## src/rtl/bfp16_pkg.sv

```systemverilog
// Shared BFP16 definitions: field widths, the packed word layout, canonical constants
// and the pack-case selector used by the round/pack stage.
package bfp16_pkg;

  localparam int BFP16_W      = 16;
  localparam int EXP_W        = 8;
  localparam int FRAC_W       = 7;
  localparam int BIAS         = 127;
  localparam int EXP_ALL_ONES = (1 << EXP_W) - 1;

  typedef struct packed {
    logic              sign;
    logic [EXP_W-1:0]  exp;
    logic [FRAC_W-1:0] frac;
  } bfp16_t;

  localparam logic [BFP16_W-1:0] BFP16_QNAN     = 16'h7FC0;
  localparam logic [BFP16_W-1:0] BFP16_POS_ZERO = 16'h0000;

  // Result class chosen in the pack stage, listed in priority order.
  typedef enum logic [2:0] {
    PK_NAN,
    PK_INF,
    PK_ZERO,
    PK_OVF,
    PK_FTZ,
    PK_NORM
  } pack_sel_e;

endpackage

```

## src/rtl/bfp16_round_pack_if.sv

```systemverilog
// Upstream and downstream valid/ready bus of the BFP16 round/pack stage.
// slave is the block side; master is the side driving operands and taking results.
interface bfp16_round_pack_if
  import bfp16_pkg::*;
#(
  parameter int SIZE_DATA = 32,
  parameter int SIZE_LOPD = 5,
  parameter int SIZE_EXP  = 8
);
  logic                 i_valid;
  logic                 o_ready;
  logic                 i_sign;
  logic [SIZE_EXP-1:0]  i_exponent;
  logic                 i_overflow;
  logic                 i_zero_flag;
  logic [SIZE_LOPD-1:0] i_shift;
  logic [SIZE_DATA-1:0] i_mantissa;
  logic                 i_sticky;
  logic                 i_nan;
  logic                 i_inf;
  logic                 o_valid;
  logic                 i_ready;
  logic [BFP16_W-1:0]   o_result;

  modport slave (
    input  i_valid, i_sign, i_exponent, i_overflow, i_zero_flag, i_shift,
    input  i_mantissa, i_sticky, i_nan, i_inf, i_ready,
    output o_ready, o_valid, o_result
  );

  modport master (
    output i_valid, i_sign, i_exponent, i_overflow, i_zero_flag, i_shift,
    output i_mantissa, i_sticky, i_nan, i_inf, i_ready,
    input  o_ready, o_valid, o_result
  );

endinterface

```

## src/rtl/bfp16_rne_inc.sv

```systemverilog
// Round-to-nearest-even increment decision: round up when past the halfway point,
// or exactly halfway with an odd kept LSB.
module bfp16_rne_inc (
  input  logic lsb,
  input  logic guard,
  input  logic sticky,
  output logic inc
);

  assign inc = guard & (lsb | sticky);

endmodule

```

## src/rtl/bfp16_round_pack.sv

```systemverilog
// Final BFP16 adder stage: RNE rounding to 7 fraction bits, exponent range checks
// and packing, as a 2-stage valid/ready pipeline (S1 round decision, S2 packed output).
module bfp16_round_pack
  import bfp16_pkg::*;
#(
  parameter int SIZE_DATA = 32,
  parameter int SIZE_LOPD = 5,
  parameter int SIZE_EXP  = 8
) (
  input logic               i_clk,
  input logic               i_rst_n,
  bfp16_round_pack_if.slave bus
);

  // Two extra bits keep the adjusted exponent exact: one for carry past 255, one for sign.
  localparam int E_W = SIZE_EXP + 2;
  localparam logic signed [E_W-1:0] E_INF  = E_W'(EXP_ALL_ONES);
  localparam logic signed [E_W-1:0] E_ZERO = '0;

  // ---------------------------------------------------------------- handshake
  logic s1_valid;
  logic out_valid;
  logic s2_load;
  logic s1_load;

  assign s2_load     = ~out_valid | bus.i_ready;
  assign s1_load     = ~s1_valid | s2_load;
  assign bus.o_ready = s1_load;

  // ---------------------------------------------------------------- S1 combinational
  logic           [E_W-1:0] e_adj_d;
  logic                     lsb;
  logic                     guard;
  logic                     sticky;
  logic                     inc_d;

  assign e_adj_d = E_W'(bus.i_exponent) + E_W'(bus.i_overflow) - E_W'(bus.i_shift);
  assign lsb     = bus.i_mantissa[SIZE_DATA-8];
  assign guard   = bus.i_mantissa[SIZE_DATA-9];
  assign sticky  = (|bus.i_mantissa[SIZE_DATA-10:0]) | bus.i_sticky;

  bfp16_rne_inc u_rne_inc (
    .lsb    (lsb),
    .guard  (guard),
    .sticky (sticky),
    .inc    (inc_d)
  );

  // ---------------------------------------------------------------- S1 registers
  logic                     s1_sign;
  logic signed [E_W-1:0]    s1_eadj;
  logic        [7:0]        s1_sig8;
  logic                     s1_inc;
  logic                     s1_nan;
  logic                     s1_inf;
  logic                     s1_zero;

  // NOTE: every flop uses <= so each stage samples the other's pre-edge value.
  always_ff @(posedge i_clk or negedge i_rst_n) begin
    if (!i_rst_n) begin
      s1_valid <= 1'b0;
      s1_sign  <= 1'b0;
      s1_eadj  <= '0;
      s1_sig8  <= '0;
      s1_inc   <= 1'b0;
      s1_nan   <= 1'b0;
      s1_inf   <= 1'b0;
      s1_zero  <= 1'b0;
    end else if (s1_load) begin
      s1_valid <= bus.i_valid;
      if (bus.i_valid) begin
        s1_sign <= bus.i_sign;
        s1_eadj <= e_adj_d;
        s1_sig8 <= bus.i_mantissa[SIZE_DATA-1:SIZE_DATA-8];
        s1_inc  <= inc_d;
        s1_nan  <= bus.i_nan;
        s1_inf  <= bus.i_inf;
        s1_zero <= bus.i_zero_flag;
      end
    end
  end

  // ---------------------------------------------------------------- S2 combinational
  logic        [8:0]        sum9;
  logic signed [E_W-1:0]    e_fin;
  logic [FRAC_W-1:0]        frac;
  logic                     unused_hidden;
  pack_sel_e                sel;
  bfp16_t                   result_d;

  assign sum9          = {1'b0, s1_sig8} + {8'b0, s1_inc};
  assign e_fin         = s1_eadj + $signed({{(E_W-1){1'b0}}, sum9[8]});
  // On a rounding carry sum9[7:0] is already zero, so the low bits are the fraction either way.
  assign frac          = sum9[FRAC_W-1:0];
  assign unused_hidden = sum9[7];

  // NOTE: defaults assigned first so no path leaves sel or result_d unassigned.
  always_comb begin
    sel = PK_NORM;
    if (s1_nan)               sel = PK_NAN;
    else if (s1_inf)          sel = PK_INF;
    else if (s1_zero)         sel = PK_ZERO;
    else if (e_fin >= E_INF)  sel = PK_OVF;
    else if (e_fin <= E_ZERO) sel = PK_FTZ;
  end

  always_comb begin
    result_d = '{sign: s1_sign, exp: e_fin[EXP_W-1:0], frac: frac};
    unique case (sel)
      PK_NAN:         result_d = BFP16_QNAN;
      PK_INF, PK_OVF: result_d = '{sign: s1_sign, exp: '1, frac: '0};
      PK_ZERO:        result_d = BFP16_POS_ZERO;
      PK_FTZ:         result_d = '{sign: s1_sign, exp: '0, frac: '0};
      default:        ;
    endcase
  end

  // ---------------------------------------------------------------- S2 registers
  logic [BFP16_W-1:0] out_result;

  always_ff @(posedge i_clk or negedge i_rst_n) begin
    if (!i_rst_n) begin
      out_valid  <= 1'b0;
      out_result <= BFP16_POS_ZERO;
    end else if (s2_load) begin
      out_valid <= s1_valid;
      if (s1_valid) out_result <= result_d;
    end
  end

  assign bus.o_valid  = out_valid;
  assign bus.o_result = out_result;

endmodule

```

## src/flat_wrapper.sv

```systemverilog
// flat-port wrapper written by rule: the top's interface ports become plain ports
module bfp16_round_pack_flat import bfp16_pkg::*;
#(
  parameter int SIZE_DATA = 32,
  parameter int SIZE_LOPD = 5,
  parameter int SIZE_EXP  = 8
)
  (i_clk, i_rst_n, bus_i_valid, bus_i_sign, bus_i_exponent, bus_i_overflow, bus_i_zero_flag, bus_i_shift, bus_i_mantissa, bus_i_sticky, bus_i_nan, bus_i_inf, bus_i_ready, bus_o_ready, bus_o_valid, bus_o_result);
  bfp16_round_pack_if #(.SIZE_DATA(SIZE_DATA), .SIZE_LOPD(SIZE_LOPD), .SIZE_EXP(SIZE_EXP)) bus_i ();
  input logic i_clk;
  input logic i_rst_n;
  input wire logic [$bits(bus_i.i_valid)-1:0] bus_i_valid;
  input wire logic [$bits(bus_i.i_sign)-1:0] bus_i_sign;
  input wire logic [$bits(bus_i.i_exponent)-1:0] bus_i_exponent;
  input wire logic [$bits(bus_i.i_overflow)-1:0] bus_i_overflow;
  input wire logic [$bits(bus_i.i_zero_flag)-1:0] bus_i_zero_flag;
  input wire logic [$bits(bus_i.i_shift)-1:0] bus_i_shift;
  input wire logic [$bits(bus_i.i_mantissa)-1:0] bus_i_mantissa;
  input wire logic [$bits(bus_i.i_sticky)-1:0] bus_i_sticky;
  input wire logic [$bits(bus_i.i_nan)-1:0] bus_i_nan;
  input wire logic [$bits(bus_i.i_inf)-1:0] bus_i_inf;
  input wire logic [$bits(bus_i.i_ready)-1:0] bus_i_ready;
  output wire logic [$bits(bus_i.o_ready)-1:0] bus_o_ready;
  output wire logic [$bits(bus_i.o_valid)-1:0] bus_o_valid;
  output wire logic [$bits(bus_i.o_result)-1:0] bus_o_result;
  assign bus_i.i_valid = bus_i_valid;
  assign bus_i.i_sign = bus_i_sign;
  assign bus_i.i_exponent = bus_i_exponent;
  assign bus_i.i_overflow = bus_i_overflow;
  assign bus_i.i_zero_flag = bus_i_zero_flag;
  assign bus_i.i_shift = bus_i_shift;
  assign bus_i.i_mantissa = bus_i_mantissa;
  assign bus_i.i_sticky = bus_i_sticky;
  assign bus_i.i_nan = bus_i_nan;
  assign bus_i.i_inf = bus_i_inf;
  assign bus_i.i_ready = bus_i_ready;
  assign bus_o_ready = bus_i.o_ready;
  assign bus_o_valid = bus_i.o_valid;
  assign bus_o_result = bus_i.o_result;
  bfp16_round_pack #(.SIZE_DATA(SIZE_DATA), .SIZE_LOPD(SIZE_LOPD), .SIZE_EXP(SIZE_EXP)) u_core (.i_clk(i_clk), .i_rst_n(i_rst_n), .bus(bus_i));
endmodule
```

## config.mk

```make
export PLATFORM = sky130hd
export DESIGN_NAME = bfp16_round_pack_flat
export DESIGN_NICKNAME = d
export VERILOG_FILES = /design/src/rtl/bfp16_pkg.sv /design/src/rtl/bfp16_round_pack_if.sv /design/src/rtl/bfp16_rne_inc.sv /design/src/rtl/bfp16_round_pack.sv /design/src/flat_wrapper.sv
export SDC_FILE = /design/constraint.sdc
export NUM_CORES = 1
export LEC_CHECK = 0
export ABC_AREA = 1
export BUFFER_PORTS_ARGS = -buffer_cell sky130_fd_sc_hd__buf_2
export CORE_ASPECT_RATIO = 1.1
export CORE_MARGIN = 4
export CORE_UTILIZATION = 46
export DETAILED_ROUTE_END_ITERATION = 8
export PLACE_DENSITY = 0.69
export SLEW_MARGIN = 20
export SYNTH_ARGS = -nofsm -noshare
export SYNTH_HDL_FRONTEND = slang
export SYNTH_HIERARCHICAL = 1
export SYNTH_SLANG_ARGS = --single-unit
```

## constraint.sdc

```tcl
create_clock -name i_clk -period 3.2 [get_ports i_clk]
set_input_delay 0.96 -clock i_clk [delete_from_list [all_inputs] [get_ports i_clk]]
set_output_delay 0.96 -clock i_clk [all_outputs]
set_load 0.005 [all_outputs]
```

# Word-level counts from Yosys, hierarchy flattened
# Index checks and enable logic that the tools add are counted.
# totals
in_bits,55
ff_bits,41
wordCells,38
output_inout_bits,18
# op_classes
n_mux,6
n_addsub,4
reduce_logical,5
bitwise,7
eq_ne,4
n_lt_le_gt_ge,2
# ops
op,n
$pmux 16 s4,1
$reduce_or 23->1,1
$add 8x1->9,2
$mux 3,4
$add 10x2->10,1
$ge 10x9->1 const B,1
$le 10x1->1 const B,1
$sub 10x5->10,1
$eq 3x2->1 const B,2
$or 1x1->1,4
$reduce_and 2->1,2
$eq 3x1->1 const B,1
$eq 3x3->1 const B,1
$logic_not 3->1,1
$not 1->1,2
$reduce_or 2->1,1
$and 1x1->1,1
$mux 1,1

# Logic depth before layout (Yosys ltp)
# logic_depth
word_depth,11
mapped_depth,19
ltp_nobuf,19

# Hierarchy
# Netlist, hierarchy kept.
# by_module_without_submodules
module,cells_each,area_per_inst_um2,instances,seq_area_each_um2
bfp16_round_pack,343,2553.7,1,1026.0
bfp16_rne_inc,3,11.3,1,0.0

# Worst setup path after synthesis
# Ideal clock, no wire load.
# synth_timing
path_type,input-to-reg
start,input bus_i_overflow
end,register u_core.s1_eadj[6]
slack_ns,0.532
path_stages,12
setup_time_ns,0.083
t_arrival_ns,2.585
n_path_buf,0
required_time_ns,3.117
cell_sequence,inv_1 -> ha_1 -> inv_1 -> ha_1 -> inv_1 -> fa_1 -> o211ai_1 -> nand2_1 -> nand2_1 -> a21oi_1 -> xor2_1 -> o21ai_0
# synth_between
elab_chain_cells,2
# synth_rtl
item,line_no,rtl
from (decl),flat_wrapper.sv:15,input wire logic [$bits(bus_i.i_overflow)-1:0] bus_i_overflow;
$add 8x1->9,bfp16_round_pack.sv:37,assign e_adj_d = E_W'(bus.i_exponent) + E_W'(bus.i_overflow) - E_W'(bus.i_shift);
$sub 10x5->10,bfp16_round_pack.sv:37,
to (signal assigned),bfp16_round_pack.sv:73,s1_eadj <= e_adj_d;
to (decl),bfp16_round_pack.sv:51,logic signed [E_W-1:0] s1_eadj;
# No other way between the ends.
# A chain may end at the register's enable or synchronous reset.

# Worst setup path after layout
# Same ends and word-level chain as after synthesis.

==> flow_summary.ini <==
[outcome]
status = finished clean

[timing]
worst_pin_slew_ns = 0.878
finalClockSkew_ns = 0.00328
max_freq_mhz = 382
drv_slew = 0
max_slew_margin_pct = 41.5
rsz0062_at_grt = false
fin_ws_ns = 0.580
fin_tns_setup_ns = 0
fin_crit_sh_pct = 81.9
min_period_ns = 2.62
finalHoldViolCount = 0
finalSetupViolCount = 0

[synth]
synthMuxAreaShare_pct = 0
netlist_area_mm2 = 0.00256
seq_area_frac_synth_pct = 40.0
syn_area_per_cell_um2 = 7.41
async_flop_share_pct = 100
synth-compound-area-share_pct = 9.32
synth_edf_count = 0
ys_ff_latch = 41
syn-num-nets = 420
yosys.area_share.adder_pct = 9.56
syn_inst = 346
synth_top_family_by_area = simple AND/OR/NAND/NOR gates
post_synth_num_cell_types = 28
synth_xor_area_share_pct = 2.39
synth_ff_type = dfrtp_1
ys.warnings.count = 6
yosys.area_share.simple_pct = 30.5

[clocking]
ctsResizeCount = 0
cts.sinks = 41
holdBufCountCts = 0
cts_htree_levels = 2
clk_pin_slew_ns = 0.07
clock-root-buffer = clkbuf_8
cts.path.max_buffers = 2
cts_tree = done
insertion_delay_ns = 0.29
postCtsSetupBuffers = 0
cts_buffers = 5

[power]
irDropWorstVdd_uv = 207
static-leakage-power_nw = 1.66
power_mw = 1.50
power_density_mw_per_mm2 = 485

[global_route]
grt_pass1_vias = 2114
gr-usage-met3_pct = 2.91
use_met1_pct = 20.9
grt_overflow = 0
grt_pass1_wl_mm = 9.01
busiest_layer = met2
grt_max_degree = 42
antenna_found_initial = 0
grtUsageMet2_pct = 27.4
grt_usage_pct = 16.1

[min_path]
hold_class = reg -> reg
hp-start = u_core/s1_sign
whs_endpoint = u_core/s1_sign
min_path_cells = 2

[drt]
routed_via_density = 4.74
routedWlPerCell_um = 10.8
drc = 0
wl_mm = 5.37
drt_iter0_drc = 81
dr.pass1.iters = 4
vias = 2350
final_antenna_net_count = 0

[setup_path]
cpMostUsedCell = inv_1
r2r-end = u_core/bus.o_result[5]
crit_chain = buf_2 > inv_1 > ha_1 > inv_1 > ha_1 > inv_1 > fa_1 > o211ai_1 > nand2_1 > nand2_1 > a21oi_1 > xor2_1 > o21ai_0
cp_data_arrival_time_ns = 2.83
crit_type = in -> reg
cp.required_ns = 3.41
path_buf_inv = 4
start_kind = input port
startpoint = bus_i_overflow
cp_top_family = adder cells
ff2ff_setup_slack_ns = 0.59
reg2regPathDepth = 18
crit_fanout = 3
slowest_delay_ns = 0.39
worstReg2RegStart = u_core/s1_sig8[0]
end_kind = flip-flop
cpMaxStageDelayCell = fa_1

[placement]
portBuffers = 72
gp_congestion = 0.821
dp_cells = 488
dp_hpwl_mm = 4.29
pre_cts_ws_ns = 0.296

[final_layout]
multiInputGateArea_mm2 = 0.00133
antenna_cells = 0
drive_gt1_share_pct = 22.8
layout.nets = 494
layout.cells.non_filler = 496
syn_to_final_growth_pct = 20.3
n_fill_cell = 561
final-seq-area_mm2 = 0.00103

[floorplan]
die_area_mm2 = 0.00684
core_mm2 = 0.00540
std_cell_rows = 28
dieHeight_um = 86.3
initial_utilization_pct = 47.5
die_w_um = 79.2
io_pins = 73

[job]
drv_cap = 0
==> cell usage after synthesis, drive strengths merged, types with 6 or more instances <==
master	count	share of area, %
dfrtp	41	40
nor2	34	5.4
ha	18	8.8
nand2	110	17
nand3	19	3.9
xor2	6	2.0
nand4	12	2.9
clkbuf	6	0.88
o21ai	21	4.4
a21oi	13	3.0
nor4	6	1.5
inv	48	7.0
==> per-layer routing <==
layer	vias up	share of wire, %
li1	1259	-
met1	1022	45
met2	64	48
met3	5	6.1
met4	0	1.1
met5	-	0
==> how the worst max path moves through the flow <==
stage          slack (ns)                      to  depth (start not counted)
5_1_grt              0.25  u_core/bus.o_result[3]                         18
3_3_place_gp         0.35       u_core/s1_eadj[6]                         13
4_1_cts              0.58  u_core/bus.o_result[4]                         18
2_1_floorplan        0.53       u_core/s1_eadj[6]                         12
3_5_place_dp         0.30       u_core/s1_eadj[6]                         13
6_report             0.58       u_core/s1_eadj[6]                         13
==> layout make-up <==
class	count	area share, %
multi-input cells	249	43.0
flip-flops and latches	41	33.2
repair buffers	73	11.9
inverters	50	6.08
well taps	75	3.04
clock buffers	6	2.35
clock inverters	2	0.324
==> flip-flops by register name, summed over array words and instances (netlist names) <==
signal	flops
u_core/bus.o_result	16
u_core/s1_eadj	10
u_core/s1_sig8	8
u_core/bus.o_valid	1
u_core/s1_inc	1
u_core/s1_inf	1
u_core/s1_nan	1
u_core/s1_sign	1
u_core/s1_valid	1
u_core/s1_zero	1
==> metrics by stage <==
| step | cell area, µm² | utilization [%] | hold WS, ns |
|---|---|---|---|
| global route | 3090 | 57.2 | 0.492 |
| detailed placement | 3000 | 55.7 | 0.460 |
| finish | 3090 | 57.2 | 0.478 |
| global placement | 3000 | 55.7 | 0.459 |
| CTS | 3090 | 57.2 | 0.481 |
| floorplan | 2560 | - | 0.443 |
==> report_power, final <==
part,total (mW),leakage [nW],switching (mW),internal (mW)
combinational,0.478,1.12,0.284,0.194
clock,0.319,0.0450,0.168,0.151
sequential,0.700,0.496,0.0786,0.622
total,1.50,1.66,0.530,0.967
==> placed cells by master (no fill, tap or decap), drive strengths merged <==
| cell | count |
|---|---|
| xnor2 | 1 |
| nand3b | 1 |
| buf | 73 |
| dfrtp | 41 |
| clkbuf | 6 |
| a21oi | 13 |
| inv | 48 |
| fa | 1 |
| xor2 | 6 |
| o211ai | 1 |
| a221oi | 1 |
| nand4 | 12 |
| o21bai | 2 |
| nor2 | 34 |
| o22ai | 3 |
| nand3 | 19 |
| nor4 | 6 |
| clkinv | 4 |
| o21ai | 21 |
| ha | 18 |
| nand2 | 110 |
==> logic make-up after synthesis <==
logic type               Yosys count
buffers and inverters             56
AND/OR/NAND/NOR                  182
flip-flops                        41
adder cells (fa/ha/maj)           19
AO/OA/AOI/OAI                     41
XOR/XNOR                           7
==> worst register-to-register path: stages, from the launching register on <==
cell and delay, ns:
dfrtp_1 0.40, ha_1 0.22, ha_1 0.21, nand3_1 0.12, nor2_1 0.07, ha_1 0.21
ha_1 0.23, nand2_1 0.11, nand2_1 0.10, nor2_1 0.10, nand2_1 0.06, nor2_1 0.08
nand3_1 0.10, nand2_2 0.10, nand2_2 0.07, nand3_1 0.11, inv_2 0.07, nand2_1 0.08
o21ai_1 0.07
Power figures use the tool's default switching activity.
